--- src/rtl/sparc_ifu_thrreq.sv ---
// Per-thread 2-deep request queues feeding a shared output register
// through an external round-robin arbiter.
module sparc_ifu_thrreq (
    input  logic        clk,
    input  logic        reset,
    input  logic        se,
    input  logic        si,
    output logic        so,
    input  logic        enq_vld,
    input  logic [1:0]  enq_tid,
    input  logic [39:0] enq_data,
    output logic [3:0]  enq_full,
    output logic [3:0]  req_vec,
    input  logic [3:0]  grant_vec,
    output logic        advance,
    output logic        out_vld,
    output logic [1:0]  out_tid,
    output logic [39:0] out_data,
    input  logic        out_rdy,
    output logic        ovf_err
);

    logic [39:0]       mem [4][2];
    logic [3:0][1:0]   cnt;
    logic [3:0]        head;
    logic [3:0]        tail;
    logic              slot_free;
    logic [3:0]        gnt_m;
    logic [3:0]        eff;
    logic [1:0]        gtid;
    logic [3:0]        push;
    logic              drop;
    logic              scan_unused;

    assign scan_unused = se ^ si;
    assign so          = 1'b0;
    assign slot_free   = ~out_vld | out_rdy;

    always_comb begin
        req_vec  = '0;
        enq_full = '0;
        for (int t = 0; t < 4; t++) begin
            req_vec[t]  = (cnt[t] != 2'd0) & slot_free;
            enq_full[t] = (cnt[t] == 2'd2);
        end
    end

    // Isolate the lowest granted requester; stray grant bits fall away.
    assign gnt_m   = grant_vec & req_vec;
    assign eff     = gnt_m & (~gnt_m + 4'd1);
    assign advance = |eff;

    always_comb begin
        gtid = 2'd0;
        for (int t = 3; t >= 0; t--) begin
            if (eff[t]) gtid = 2'(t);
        end
    end

    // A full queue still accepts when its head leaves this cycle.
    always_comb begin
        push = '0;
        drop = 1'b0;
        if (enq_vld) begin
            if (cnt[enq_tid] != 2'd2 || eff[enq_tid]) push[enq_tid] = 1'b1;
            else drop = 1'b1;
        end
    end

    always_ff @(posedge clk) begin
        if (|push) mem[enq_tid][tail[enq_tid]] <= enq_data;
    end

    always_ff @(posedge clk or posedge reset) begin
        if (reset) begin
            cnt      <= '0;
            head     <= '0;
            tail     <= '0;
            out_vld  <= 1'b0;
            out_tid  <= 2'd0;
            out_data <= '0;
            ovf_err  <= 1'b0;
        end else begin
            for (int t = 0; t < 4; t++) begin
                cnt[t] <= cnt[t] + {1'b0, push[t]} - {1'b0, eff[t]};
                if (eff[t])  head[t] <= ~head[t];
                if (push[t]) tail[t] <= ~tail[t];
            end
            if (advance) begin
                out_vld  <= 1'b1;
                out_tid  <= gtid;
                out_data <= mem[gtid][head[gtid]];
            end else if (out_rdy) begin
                out_vld  <= 1'b0;
            end
            if (drop) ovf_err <= 1'b1;
        end
    end

endmodule

--- config.mk ---
export PLATFORM = sky130hd
export DESIGN_NAME = sparc_ifu_thrreq
export DESIGN_NICKNAME = d
export VERILOG_FILES = /design/src/rtl/sparc_ifu_thrreq.sv
export SDC_FILE = /design/constraint.sdc
export NUM_CORES = 1
export LEC_CHECK = 0
export CAP_MARGIN = 5
export CORE_MARGIN = 4
export CORE_UTILIZATION = 50
export DETAILED_ROUTE_END_ITERATION = 8
export PLACE_DENSITY = 0.7
export SETUP_SLACK_MARGIN = 0.5
export SLEW_MARGIN = 20
export SYNTH_ARGS = -nofsm -noshare
export SYNTH_HDL_FRONTEND = slang
export SYNTH_SLANG_ARGS = --single-unit
--- constraint.sdc ---
create_clock -name clk -period 6.12 [get_ports clk]
set_input_delay 0.612 -clock clk [delete_from_list [all_inputs] [get_ports clk]]
set_output_delay 0.612 -clock clk [all_outputs]
set_load 0.03 [all_outputs]
==> impl_metrics.json <==
{
  "synth_cells": 1038,
  "viasPerCell": 5.987,
  "power_frac_clock_pct": 27.4,
  "core_region_area_um2": 28860,
  "rows": 62,
  "worstHoldStart": "head[1]",
  "hold_depth": 1,
  "ctsResizeCount": 0,
  "synth_edf_count": 320,
  "cp-end-kind": "output port",
  "p_comb_share_pct": 32.8,
  "wl_um": 35510,
  "root_buffer": "clkbuf_16",
  "final_hold_viol_count": 0,
  "cp.arrival_ns": 3.74,
  "syn-num-nets": 1098,
  "start_util_pct": 51.09,
  "synthFlopType": "edfxtp_1",
  "drc": 0,
  "power_frac_seq_pct": 39.7,
  "worst_pin_slew_ns": 1.084,
  "fin_nets": 1190,
  "maxCapViolations": 0,
  "fin_area_um2": 17540,
  "dp_hpwl_um": 18280,
  "layout_commonest_cell": "edfxtp_1",
  "ys_seq_area_share_pct": 75.36,
  "grt_max_degree": 77,
  "switching_share_pct": 35.02,
  "internal_power_mw": 5.570,
  "pin_count": 106,
  "critPathBufInv": 4,
  "cts_setup_buffers": 0,
  "power.switching_mw": 3.002,
  "grt_setup_unrepaired": "false",
  "portBuffers": 102,
  "netlist_area_um2": 14740,
  "start_kind": "primary input",
  "fmax_ghz": 0.2297,
  "grt_usage_pct": 21.35,
  "syn_area_per_cell_um2": 14.20,
  "clock_sinks": 380,
  "ys_warn_count": 0,
  "antenna_found_initial": 1,
  "crit_family": "simple AND/OR/NAND/NOR gates",
  "detailed_place.area_um2": 16220,
  "drv_slew": 0,
  "final_cell_mix": "edfxtp_1, nand2_1, o21ai_0, clkdlybuf4s50_1, a21oi_1",
  "reg2reg_slack_ns": 2.45,
  "ctsLongestPathBuffers": 3,
  "multi_input_area_um2": 3374,
  "p_leak_nw": 5.937,
  "ff2ff_path_depth": 8,
  "setup_violations": 0,
  "ys_async_sr_fraction_pct": 15.79,
  "vias": 9244,
  "cts_buffers": 39,
  "syn_to_final_growth_pct": 18.97,
  "antenna_left": 0,
  "setup_tns_ns": 0,
  "drtPass1Iterations": 7,
  "cts_tree": "yes",
  "cts_max_level": 2,
  "crit_chain": "clkdlybuf4s50_1 > nor2b_1 > nor3_4 > buf_4 > nor4_4 > inv_1 > clkdlybuf4s50_1",
  "critPathKind": "primary input to output port",
  "ys_ff_latch": 380,
  "grt_pass1_vias": 9103,
  "die_area_um2": 32300,
  "clkTransAtPathRegs_ns": 0.05,
  "first_iter_violations": 867,
  "hp-class": "register to register",
  "ctsHoldBuffers": 0,
  "cp.required_ns": 5.51,
  "period_share_pct": 71.13,
  "overflow": 0,
  "slowest_delay_ns": 0.96,
  "nFillCells": 2134,
  "finClkSkew_ns": 0.01399,
  "power_density_nw_per_um2": 488.7,
  "ys_types": 51,
  "status": "finished clean",
  "cp_slowest_cell": "nor4_4",
  "critPathMaxFanout": 44,
  "rr_endpoint": "mem[3][54]",
  "dieWidth_um": 179.7,
  "antenna_cells": 0,
  "cp_common_cell": "clkdlybuf4s50_1",
  "wire_per_inst_um": 23.00,
  "fin_crit_ns": 4.353,
  "relSlewSlack_pct": 27.20,
  "clk_latency_ns": 0.52,
  "finalWeightedCongestion": 0.7644,
  "path_depth": 7,
  "r2r_start": "out_vld",
  "irDropWorstVdd_mv": 0.3657,
  "fp.dieH_um": 179.7,
  "hold_end": "head[1]",
  "grt_pass1_wl_um": 54120,
  "final_layout_size_suffix_gt1_share_pct": 9.224,
  "regArea_um2": 11110
}
## area by class of cell
cell class                      count  area share, %
Clock buffer                       59          6.577
Clock inverter                     12         0.7918
Inverter                           14         0.2996
Multi-Input combinational cell    568          19.24
Sequential cell                   380          63.35
Tap cell                          384          2.739
Timing Repair Buffer              127          7.005
## cells in the mapped netlist (all sizes together), types with 2 or more instances
cell type	n	area, um2
a21oi	84	424.2
a31oi	3	18.77
a32oi	40	350.3
buf	30	172.7
clkbuf	46	172.7
dfrtp	60	1501
edfxtp	320	9609
ha	8	100.1
inv	14	52.55
nand2	123	461.7
nand3	2	10.01
nand3b	2	18.77
nor2	19	71.32
nor2b	4	25.02
nor3	43	236.5
o211ai	40	300.3
o21ai	123	615.6
o22ai	40	250.2
xnor2	13	121.4
xor2	3	26.28
## per-layer routing
metal  track usage, %  up-vias  wire length (um)
li1                 -     4192                 -
met1            30.75     4592             15150
met2            33.92      419             16870
met3            4.547       39              2997
met4            5.059        2               479
met5                0        -                13
## state kept, by name (all words and copies together), names as in the netlist
name      flops
mem         320
out_data     40
cnt           8
head          4
tail          4
out_tid       2
out_vld       1
ovf_err       1
## through the flow
step	utilization, %	worst slack, ns	total power, mW	cells	hold WS (ns)
final	60.78	1.767	8.572	1544	0.4719
after global routing	60.78	1.554	8.976	1544	0.4958
after CTS	60.68	1.731	8.597	1543	0.4681
after detailed placement	56.20	1.738	6.252	1472	0.4567
after global placement	56.20	1.834	6.190	1472	0.4560
after floorplan	-	2.098	5.160	1038	0.4366
## kinds of logic after synthesis
logic type               Yosys count  synth area share (%)
other                              1               0.02544
buffers and inverters             90                 2.699
AND/OR/NAND/NOR                  204                 6.306
flip-flops                       380                 75.36
adder cells (fa/ha/maj)            8                0.6790
AO/OA/AOI/OAI                    338                 13.77
multiplexers                       1                0.1528
XOR/XNOR                          16                 1.001
## worst max path at each step
stage	from	endpoint	slack, ns
CTS	out_rdy	advance	1.73
detailed placement	out_rdy	advance	1.74
finish	out_rdy	advance	1.77
floorplan	out_vld	mem[2][0]	2.10
global placement	out_rdy	advance	1.83
global route	out_rdy	advance	1.55
## power by group through the flow
| stage | Combinational [mW] | Sequential [mW] | Clock [mW] |
|---|---|---|---|
| floorplan | 1.47 | 3.69 | 0 |
| global placement | 2.75 | 3.45 | 0 |
| detailed placement | 2.81 | 3.45 | 0 |
| CTS | 2.82 | 3.40 | 2.38 |
| global route | 3.05 | 3.44 | 2.49 |
| finish | 2.82 | 3.40 | 2.35 |
No activity file was read; power rests on OpenSTA's default activity.
